[config.mk]
export PLATFORM = sky130hd
export DESIGN_NAME = bpu_array
export DESIGN_NICKNAME = d
export VERILOG_FILES = /design/src/rtl/bpu_pkg.sv /design/src/rtl/bpu_lane.sv /design/src/rtl/bpu_array.sv
export SDC_FILE = /design/constraint.sdc
export NUM_CORES = 1
export LEC_CHECK = 0
export ABC_AREA = 1
export CAP_MARGIN = 20
export CORE_MARGIN = 4
export CORE_UTILIZATION = 40
export CTS_BUF_LIST = sky130_fd_sc_hd__clkbuf_4
export CTS_CLUSTER_DIAMETER = 40
export DETAILED_ROUTE_END_ITERATION = 8
export SYNTH_ARGS = -nofsm -noshare
export SYNTH_HDL_FRONTEND = slang
export SYNTH_SLANG_ARGS = --single-unit
export TNS_END_PERCENT = 20
[constraint.sdc]
create_clock -name clk -period 6.18 [get_ports clk]
set_clock_uncertainty 0.15 [all_clocks]
set_input_delay 0.618 -clock clk [delete_from_list [all_inputs] [get_ports clk]]
set_output_delay 0.618 -clock clk [all_outputs]
set_load 0.03 [all_outputs]
[src/rtl/bpu_pkg.sv]
// bpu_pkg: shared types and helpers for the binary processing unit array.
//   bpu_state_e : pass sequencer states (idle, row sweep, result held)
//   row_term()  : signed XNOR-popcount of one kernel row, +1 per matching bit,
//                 -1 per mismatching bit (2*popcount(~(a^b)) - k)
package bpu_pkg;

    typedef enum logic [1:0] {
        BPU_IDLE,
        BPU_RUN,
        BPU_DONE
    } bpu_state_e;

    // Widest kernel row the helper accepts; callers zero-extend to this width.
    localparam int unsigned MAX_K = 32;

    function automatic int row_term(input logic [MAX_K-1:0] win,
                                    input logic [MAX_K-1:0] wgt,
                                    input int               k);
        int cnt;
        cnt = 0;
        for (int i = 0; i < MAX_K; i++) begin
            if ((i < k) && (win[i] == wgt[i])) begin
                cnt++;
            end
        end
        return 2 * cnt - k;
    endfunction

endpackage

[src/rtl/bpu_lane.sv]
// bpu_lane: one output lane of the BPU array.
//   Holds a K-row binary kernel written through a wrapping row pointer, and a
//   signed ACC_W-bit accumulator that adds one row term per cycle while 'add'.
// Ports:
//   clk, rst    : clock, synchronous active-high reset
//   en          : clock enable, all state holds when low
//   wgt_wr      : store wgt_row at the row pointer, then advance the pointer
//   wgt_row     : kernel row data
//   clr         : clear the accumulator (fresh pass)
//   add         : accumulate row term of win against kernel row row_sel
//   row_sel     : kernel row used for the current add
//   win         : image window row for the current add
//   result      : accumulator value
// Build option: BPU_ARRAY_SAT_EN saturates each add; otherwise it wraps.
module bpu_lane
    import bpu_pkg::*;
#(
    parameter int unsigned K     = 7,
    parameter int unsigned ACC_W = 12,
    localparam int unsigned ROW_W = (K > 1) ? $clog2(K) : 1
) (
    input  logic                    clk,
    input  logic                    rst,
    input  logic                    en,
    input  logic                    wgt_wr,
    input  logic [K-1:0]            wgt_row,
    input  logic                    clr,
    input  logic                    add,
    input  logic [ROW_W-1:0]        row_sel,
    input  logic [K-1:0]            win,
    output logic signed [ACC_W-1:0] result
);

    // Headroom for one row term on top of a full-scale accumulator.
    localparam int unsigned SUM_W = ACC_W + 8;
    localparam logic signed [ACC_W-1:0] ACC_MAX = {1'b0, {(ACC_W-1){1'b1}}};
    localparam logic signed [ACC_W-1:0] ACC_MIN = {1'b1, {(ACC_W-1){1'b0}}};
    localparam logic [ROW_W-1:0] ROW_LAST = ROW_W'(K - 1);

    logic [K-1:0]            wgt_q [K];
    logic [ROW_W-1:0]        ptr_q;
    logic signed [ACC_W-1:0] acc_q, acc_d;
    logic signed [SUM_W-1:0] sum;

    always_comb begin
        sum = SUM_W'(acc_q)
            + SUM_W'(row_term(MAX_K'(win), MAX_K'(wgt_q[row_sel]), int'(K)));
        acc_d = acc_q;
        if (clr) begin
            acc_d = '0;
        end else if (add) begin
`ifdef BPU_ARRAY_SAT_EN
            if (sum > SUM_W'(ACC_MAX)) begin
                acc_d = ACC_MAX;
            end else if (sum < SUM_W'(ACC_MIN)) begin
                acc_d = ACC_MIN;
            end else begin
                acc_d = sum[ACC_W-1:0];
            end
`else
            acc_d = sum[ACC_W-1:0];
`endif
        end
    end

`ifndef BPU_ARRAY_SAT_EN
    // Wrapping add drops the headroom bits.
    logic unused_sum_hi;
    assign unused_sum_hi = ^sum[SUM_W-1:ACC_W];
`endif

    always_ff @(posedge clk) begin
        if (rst) begin
            for (int i = 0; i < K; i++) begin
                wgt_q[i] <= '0;
            end
            ptr_q <= '0;
            acc_q <= '0;
        end else if (en) begin
            if (wgt_wr) begin
                wgt_q[ptr_q] <= wgt_row;
                ptr_q        <= (ptr_q == ROW_LAST) ? '0 : ptr_q + 1'b1;
            end
            acc_q <= acc_d;
        end
    end

    assign result = acc_q;

endmodule

[src/rtl/bpu_array.sv]
// bpu_array: binary processing unit array for the BNN processor.
//   A shared IMG_ROWS x IMG_W bit image buffer feeds N_LANE lanes, each with a
//   KxK binary kernel. 'start' launches a K-cycle row sweep; every lane adds a
//   signed XNOR-popcount term per row, then the result is held until accepted.
// Ports:
//   clk, rst           : clock, synchronous active-high reset
//   en                 : clock enable, all state holds when low
//   data_in            : image column bits (img_wr) or kernel row (wgt_wr)
//   img_wr, img_bank   : shift data_in[i] into row img_bank*DIN_W+i
//   img_up             : shift buffer up one row (row r <= row r+1, top <= 0)
//   wgt_wr, wgt_lane   : write one kernel row to lane wgt_lane
//   start, acc, ofs    : begin a pass; acc=1 keeps the previous result,
//                        ofs selects the window column offset
//   out_ready          : consumer accepts the held result
//   out_valid, busy    : result held / pass in progress
//   result             : per-lane signed result
// Build option: BPU_ARRAY_SAT_EN selects saturating accumulation.
module bpu_array
    import bpu_pkg::*;
#(
    parameter int unsigned N_LANE   = 8,
    parameter int unsigned K        = 7,
    parameter int unsigned IMG_W    = 8,
    parameter int unsigned IMG_ROWS = 16,
    parameter int unsigned DIN_W    = 8,
    parameter int unsigned ACC_W    = 12,
    localparam int unsigned N_BANK  = IMG_ROWS / DIN_W,
    localparam int unsigned BANK_W  = (N_BANK > 1) ? $clog2(N_BANK) : 1,
    localparam int unsigned LANE_W  = (N_LANE > 1) ? $clog2(N_LANE) : 1,
    localparam int unsigned OFS_W   = (IMG_W - K + 1 > 1) ? $clog2(IMG_W - K + 1) : 1
) (
    input  logic                    clk,
    input  logic                    rst,
    input  logic                    en,
    input  logic [DIN_W-1:0]        data_in,
    input  logic                    img_wr,
    input  logic [BANK_W-1:0]       img_bank,
    input  logic                    img_up,
    input  logic                    wgt_wr,
    input  logic [LANE_W-1:0]       wgt_lane,
    input  logic                    start,
    input  logic                    acc,
    input  logic [OFS_W-1:0]        ofs,
    input  logic                    out_ready,
    output logic                    out_valid,
    output logic                    busy,
    output logic signed [ACC_W-1:0] result [N_LANE]
);

    localparam int unsigned ROW_W  = (K > 1) ? $clog2(K) : 1;
    localparam int unsigned IMG_AW = (IMG_ROWS > 1) ? $clog2(IMG_ROWS) : 1;
    localparam logic [OFS_W-1:0] OFS_MAX  = OFS_W'(IMG_W - K);
    localparam logic [ROW_W-1:0] ROW_LAST = ROW_W'(K - 1);

    bpu_state_e       state_q, state_d;
    logic [ROW_W-1:0] row_q, row_d;
    logic [OFS_W-1:0] ofs_q, ofs_d;
    logic [IMG_W-1:0] img_q [IMG_ROWS];
    logic [IMG_W-1:0] img_d [IMG_ROWS];
    logic [IMG_W-1:0] img_row;
    logic [K-1:0]     win;
    logic             idle, run;

    // ---------------- FSM: state register ----------------
    always_ff @(posedge clk) begin
        if (rst) begin
            state_q <= BPU_IDLE;
        end else if (en) begin
            state_q <= state_d;
        end
    end

    // ---------------- FSM: next state ----------------
    always_comb begin
        state_d = state_q;
        unique case (state_q)
            BPU_IDLE: if (start)              state_d = BPU_RUN;
            BPU_RUN:  if (row_q == ROW_LAST)  state_d = BPU_DONE;
            BPU_DONE: if (out_ready)          state_d = BPU_IDLE;
            default:                          state_d = BPU_IDLE;
        endcase
    end

    // ---------------- FSM: outputs ----------------
    always_comb begin
        idle      = (state_q == BPU_IDLE);
        run       = (state_q == BPU_RUN);
        busy      = (state_q != BPU_IDLE);
        out_valid = (state_q == BPU_DONE);
    end

    // ---------------- Row counter and window offset ----------------
    always_comb begin
        row_d = row_q;
        ofs_d = ofs_q;
        if (idle && start) begin
            row_d = '0;
            ofs_d = (ofs > OFS_MAX) ? OFS_MAX : ofs;
        end else if (run) begin
            row_d = (row_q == ROW_LAST) ? '0 : row_q + 1'b1;
        end
    end

    always_ff @(posedge clk) begin
        if (rst) begin
            row_q <= '0;
            ofs_q <= '0;
        end else if (en) begin
            row_q <= row_d;
            ofs_q <= ofs_d;
        end
    end

    // ---------------- Image buffer ----------------
    // Column write wins over row shift; both are frozen while a pass runs.
    always_comb begin
        for (int r = 0; r < IMG_ROWS; r++) begin
            img_d[r] = img_q[r];
        end
        if (idle) begin
            if (img_wr) begin
                for (int r = 0; r < IMG_ROWS; r++) begin
                    if (r / int'(DIN_W) == int'(img_bank)) begin
                        img_d[r] = {img_q[r][IMG_W-2:0], data_in[r % DIN_W]};
                    end
                end
            end else if (img_up) begin
                for (int r = 0; r < IMG_ROWS - 1; r++) begin
                    img_d[r] = img_q[r + 1];
                end
                img_d[IMG_ROWS-1] = '0;
            end
        end
    end

    always_ff @(posedge clk) begin
        if (rst) begin
            for (int r = 0; r < IMG_ROWS; r++) begin
                img_q[r] <= '0;
            end
        end else if (en) begin
            for (int r = 0; r < IMG_ROWS; r++) begin
                img_q[r] <= img_d[r];
            end
        end
    end

    // Window row: bits [ofs+K-1:ofs] of image row 'row_q'.
    always_comb begin
        img_row = img_q[IMG_AW'(row_q)];
        win     = K'(img_row >> ofs_q);
    end

    // ---------------- Lanes ----------------
    for (genvar l = 0; l < N_LANE; l++) begin : g_lane
        logic wr_sel;
        assign wr_sel = idle && wgt_wr && (int'(wgt_lane) == l);

        bpu_lane #(
            .K     (K),
            .ACC_W (ACC_W)
        ) u_lane (
            .clk     (clk),
            .rst     (rst),
            .en      (en),
            .wgt_wr  (wr_sel),
            .wgt_row (data_in[K-1:0]),
            .clr     (idle && start && !acc),
            .add     (run),
            .row_sel (row_q),
            .win     (win),
            .result  (result[l])
        );
    end

endmodule

== Word-level counts from Yosys, hierarchy flattened ==
Memory sizes are Yosys's and may differ from the RTL's. A register that Yosys moved wholly into a read port is not among the register bits.
Index checks and enable logic that the tools add are counted.

* Input port bits: 22
* Memory bits (writable): 520
* Register bits after elaboration: 126
* Output and inout bits: 98
* Logic and storage cells: 435
* Memories kept: 9

{| class="wikitable"
|+ Memories
! memory !! words !! width !! rd ports !! clocked after memory_dff !! wr ports !! line !! text
|-
| img_q || 16 || 8 || 17 || 1 || 16 || bpu_array.sv:58 || <nowiki>logic [IMG_W-1:0] img_q [IMG_ROWS];</nowiki>
|-
| g_lane[0].u_lane.wgt_q || 7 || 7 || 1 || 1 || 7 || bpu_lane.sv:40 || <nowiki>logic [K-1:0] wgt_q [K];</nowiki>
|-
| g_lane[1].u_lane.wgt_q || 7 || 7 || 1 || 1 || 7 || bpu_lane.sv:40 ||
|-
| g_lane[2].u_lane.wgt_q || 7 || 7 || 1 || 1 || 7 || bpu_lane.sv:40 ||
|-
| g_lane[3].u_lane.wgt_q || 7 || 7 || 1 || 1 || 7 || bpu_lane.sv:40 ||
|-
| g_lane[4].u_lane.wgt_q || 7 || 7 || 1 || 1 || 7 || bpu_lane.sv:40 ||
|-
| 3 more memories || n/a || n/a || n/a || n/a || n/a || n/a ||
|}

* Order comparisons: 1
* Shift-type cells: 1
* Equal/unequal tests: 77
* Add/subtract/negate cells: 73
* Reduce and logical (&&, ||, !) cells: 37
* Multiplexer cells: 202
* Bitwise operators: 16

{| class="wikitable"
|+ Operator list
! operator !! count
|-
| 11-bit 2-to-1 mux || 40
|-
| 128-bit 2-to-1 mux || 3
|-
| 11-bit by 2-bit adder with 11-bit output, second input constant || 32
|-
| 8-bit 2-to-1 mux || 32
|-
| 12-bit 2-to-1 mux || 16
|-
| 3-bit 2-to-1 mux || 35
|-
| 12-bit adder || 8
|-
| 12-bit by 4-bit subtractor with 12-bit output, second input constant || 8
|-
| 1-bit == test || 56
|-
| 7-bit 2-to-1 mux || 8
|-
| 7-bit OR reduction || 8
|-
| 1-bit 2-to-1 mux || 54
|-
| 3-bit == test, second input constant || 13
|-
| 3-bit by 1-bit adder with 3-bit output, second input constant || 9
|-
| 2-bit by 1-bit adder with 3-bit output, second input constant || 8
|-
| 2-bit 2-to-1 mux || 11
|-
| 2-bit AND reduction || 11
|-
| 1-bit by 1-bit adder with 2-bit output, second input constant || 8
|-
| 1-bit bitwise OR || 16
|-
| 1-bit logical AND || 11
|-
| 4-bit 2-to-1 mux || 2
|-
| 8-bit by 1-bit right shift with 7-bit output || 1
|-
| 3-bit by 2-bit == test with 1-bit output, second input constant || 2
|-
| 2-bit inequality test, second input constant || 3
|-
| other kinds (10) || 12
|}

== Logic depth before layout (Yosys ltp) ==
* Word-level depth: 19
* Gate-level depth with buffers: 51
* Mapped depth without buffers: 48

== Modules after synthesis ==
Synthesis repeated with hierarchy kept, for this count alone.

* Cells, all modules: 5376
* Area, all modules: 42379.4 µm²

{| class="wikitable"
|+ By module, submodules not included
! module !! cells each !! seq. area each (µm²) !! times used !! area an instance (µm²)
|-
| bpu_lane at g_lane[0].u_lane ... || 577 || 1911.8 || 3 || 4466.8
|-
| bpu_lane at g_lane[4].u_lane ... || 580 || 1911.8 || 3 || 4381.7
|-
| bpu_array || 777 || 4023.9 || 1 || 7229.4
|-
| bpu_lane at g_lane[3].u_lane || 574 || 1911.8 || 1 || 4367.9
|-
| bpu_lane at g_lane[7].u_lane || 554 || 1911.8 || 1 || 4236.6
|}

== Worst setup path before layout ==
No wires, ideal clock.

* Path kind: register -> register
* Start point: reg with a tool-made name
* End point: reg g_lane[4].u_lane.acc_q[11]
* Data arrival time: 5.670 ns
* Library setup time: 0.132 ns
* Path slack: 0.228 ns
* Path buffers: 4
* Period minus slack after synthesis: 5.952 ns
* Cell stages (with the launch flop): 46
* Cell sequence: dfxtp_1 > buf_6 > buf_6 > buf_6 > buf_2 > nand2_1 > nand3_1 > nand3_1 > and2_1 > xor2_1 > ha_1 > inv_1 > nand2_1 > nand2_2 > nor2_4 > nand2_1 > nand2_1 > inv_1 > [... 10 more ...] > o21ai_0 > ha_1 > inv_1 > fa_1 > inv_1 > nand3_1 > nand2_1 > nand2_1 > nand2_1 > a21oi_1 > nor2_1 > o21ai_0 > nand2_1 > a21oi_1 > o21ba_2 > xor2_1 > nand2_1 > a21oi_1

{| class="wikitable"
|+ RTL lines
! element !! line !! text
|-
| end signal, assigned || bpu_lane.sv:78 || <nowiki>acc_q <= '0;</nowiki>
|-
| end signal, assigned || bpu_lane.sv:84 || <nowiki>acc_q <= acc_d;</nowiki>
|-
| end, declared || bpu_lane.sv:42 || <nowiki>logic signed [ACC_W-1:0] acc_q, acc_d;</nowiki>
|}

==> impl_metrics.ini <==
[run_status]
status = finished, violations left
violations = negative setup slack

[die]
num_rows = 114
io_pins = 120
die_height_um = 321.6
start_util_pct = 40.50
die_area_um2 = 103400
die_w_um = 321.6
core-area_um2 = 97140

[final_layout]
drive_above_1_share_pct = 23.98
fin_util_pct = 51.73
layout_commonest_cell = nand2_1
final_area_um2 = 50250
layout_common_cells = nand2_1 (828), nor2_1 (705), edfxtp_1 (520), inv_1 (485), buf_4 (369)
final_nets = 5535
syn2layout_area_growth_pct = 27.72

[placed_design]
place_area_um2 = 43790
pre_cts_slack_ns = -0.4006
dp_hpwl_um = 74470
numPortBuffers = 119
gp_congestion = 0.8392

[synth]
synthCells = 4755
synth.cell_area_um2 = 39340
synth-compound-area-share_pct = 12.15
yosysUniqueCellTypes = 65
ys.warnings.count = 0
seq_area_frac_synth_pct = 49.10
syn_avg_cell_area_um2 = 8.274
yosys_most_used_dff = edfxtp_1
synthAdderAreaFrac_pct = 6.004
synth_top_family_by_area = simple AND/OR/NAND/NOR gates
synthArstFlopShare_pct = 0
muxShareOfSynthArea_pct = 0
synth-xor-area-share_pct = 2.446
synth_seq_cells = 705
synth-edff-count = 520
yosys.area_share.simple_pct = 21.99

[worst_setup_path]
max_stage_delay_ns = 0.47
critPathCaptureType = flip-flop
cp.required_ns = 6.98
startpoint_type = flip-flop
crit_type = reg2reg
slowest_stage = dfxtp_4
path_max_fanout = 8
worstPathArrival_ns = 7.04
cpMostUsedCell = nand2_1

[routing]
routed_wirelength_um = 116500
drt-vias-per-instance = 5.104
drtPass1Iterations = 6
drc_errors = 0
drtAntennaViolNets = 0
wl_per_cell_um = 17.22
vias = 34540
drt_iter0_drc = 2718

[sta]
setup_viol = 3
period_needed_ns = 6.234
post-route-period-util_pct = 100.9
setup_ws_ns = -0.05411
max_slew.worst_pin.slew_ns = 0.9838
fmaxAchievable_mhz = 160.4
slew_viol_final = 0
relSlewSlack_pct = 34.17
rsz0062_at_grt = yes
final_hold_viol_count = 0

[global_route]
grt_max_degree = 78
grt_pass1_vias = 32250
grt_usage_pct = 21.28
grt_antenna_before_repair = 2
grt_pass1_wl_um = 174000
grt-ovfl-total = 0

[power_and_ir_drop]
p_leak_nw = 21.03
irDropWorstVdd_uv = 252.8
p_per_area_nw_per_um2 = 415.1

[cts]
cts_buffers = 189
cts-root-buf = clkbuf_4
cts_buffer_depth = 3
cts_max_level = 4
insertion_delay_ns = 1.05
cts.sinks = 705
cts.clk_slew.worst_paths_ns = 0.06
cts_tree = yes

[worst_hold_path]
hold_path_class = in2reg

[job]
maxCapViolCount = 0
## synthesized netlist by cell type, types with 9 or more instances
cell type | number | area [µm²]
or2_0 | 10 | 62.56
xor2_2 | 9 | 146.4
buf_6 | 27 | 304.0
xor2_1 | 36 | 315.3
o21ai_1 | 60 | 300.3
clkbuf_1 | 111 | 416.7
nand2_1 | 948 | 3558
buf_2 | 35 | 175.2
inv_1 | 523 | 1963
inv_2 | 23 | 86.33
buf_1 | 26 | 97.59
a21oi_1 | 369 | 1847
o211ai_1 | 16 | 120.1
xnor2_1 | 36 | 315.3
or2_2 | 27 | 168.9
nor2_1 | 748 | 2808
ha_1 | 176 | 2202
nand3b_1 | 10 | 75.07
o221ai_1 | 14 | 122.6
buf_4 | 23 | 172.7
edfxtp_1 | 520 | 15610
nand3_1 | 258 | 1291
nand4_1 | 16 | 100.1
nor3_1 | 33 | 165.2
nand2_2 | 21 | 131.4
o22ai_1 | 28 | 175.2
dfxtp_1 | 185 | 3704
o21ai_0 | 358 | 1792
## metrics by stage
step	setup TNS (ns)	power (mW)	hold WS [ns]	std cells
final	-0.1074	20.86	0.2661	6767
after detailed placement	-6.088	13.73	0.2870	6280
after global routing	-7.002	22.54	0.2247	6766
after global placement	-3.655	13.57	0.2838	6278
after floorplan	0	10.76	0.2705	4770
after CTS	-1.080	18.61	0.1167	6680
## power breakdown
part,internal [mW],total (mW),switching [mW]
clock,2.31,4.36,2.05
combinational,5.24,11.0,5.74
sequential,5.36,5.51,0.155
## layer usage
layer	vias to the layer above	routed length (µm)	GRT usage (%)
li1	16990	-	-
met1	16150	49050	27.76
met2	1217	55540	35.06
met3	180	9248	5.014
met4	0	2661	6.826
met5	-	0	0
## path summary, 6_finish.rpt
kind,cells past startpoint,slack [ns],to,start
worst max-delay path,43,-0.05,g_lane[0].u_lane.result[11],flip-flop
worst min-delay path,5,0.27,state_q[1],out_ready
worst max register to register,43,-0.05,g_lane[0].u_lane.result[11],flip-flop
worst min register to register,2,0.30,g_lane[0].u_lane.wgt_q[6][0],g_lane[0].u_lane.wgt_q[6][0]
## worst max-delay path, delay by kind of cell (launching register included)
kind,cells,cell delay (ns)
AOI/OAI and AO/OA,8,1.11
xor gates and xnor gates,2,0.32
adders and majority gates,5,1.31
buffers and inverters,8,0.94
DFF,1,0.47
and+or+nand+nor,20,1.84
## kinds of logic after synthesis
group | count (synthesis)
compound gates | 897
flops | 705
other cells | 1
fa+ha+maj | 184
simple gates | 2101
xor+xnor | 91
buf+inv | 776
## sequential cells by signal, indices dropped and copies added (netlist names), named ones only
signal                flops
ofs_q                     1
g_lane.u_lane.ptr_q      24
state_q                   2
g_lane.u_lane.result     96
g_lane.u_lane.wgt_q     448
img_q                   128
row_q                     3
## area by class of cell
class                   instances  area (µm²)
flip-flops and latches        705       19330
multi-input cells            3289       19000
fillers                      8923       46890
repair inverters                1       8.758
repair buffers                590        5660
diodes                          4       10.01
clock inverters                59       371.6
well taps                    1276        1597
inverters                     553        2097
clock buffers                 290        2177
## timing repair
item,in CTS,in global routing
hold buffers,3,0
pin swaps,43,307
setup endpoints to repair,29,45
buffers inserted,40,79
endpoints found under the hold margin,66,0
gates resized for setup,120,492
cloned,8,9
Power figures use the tool's default switching activity.
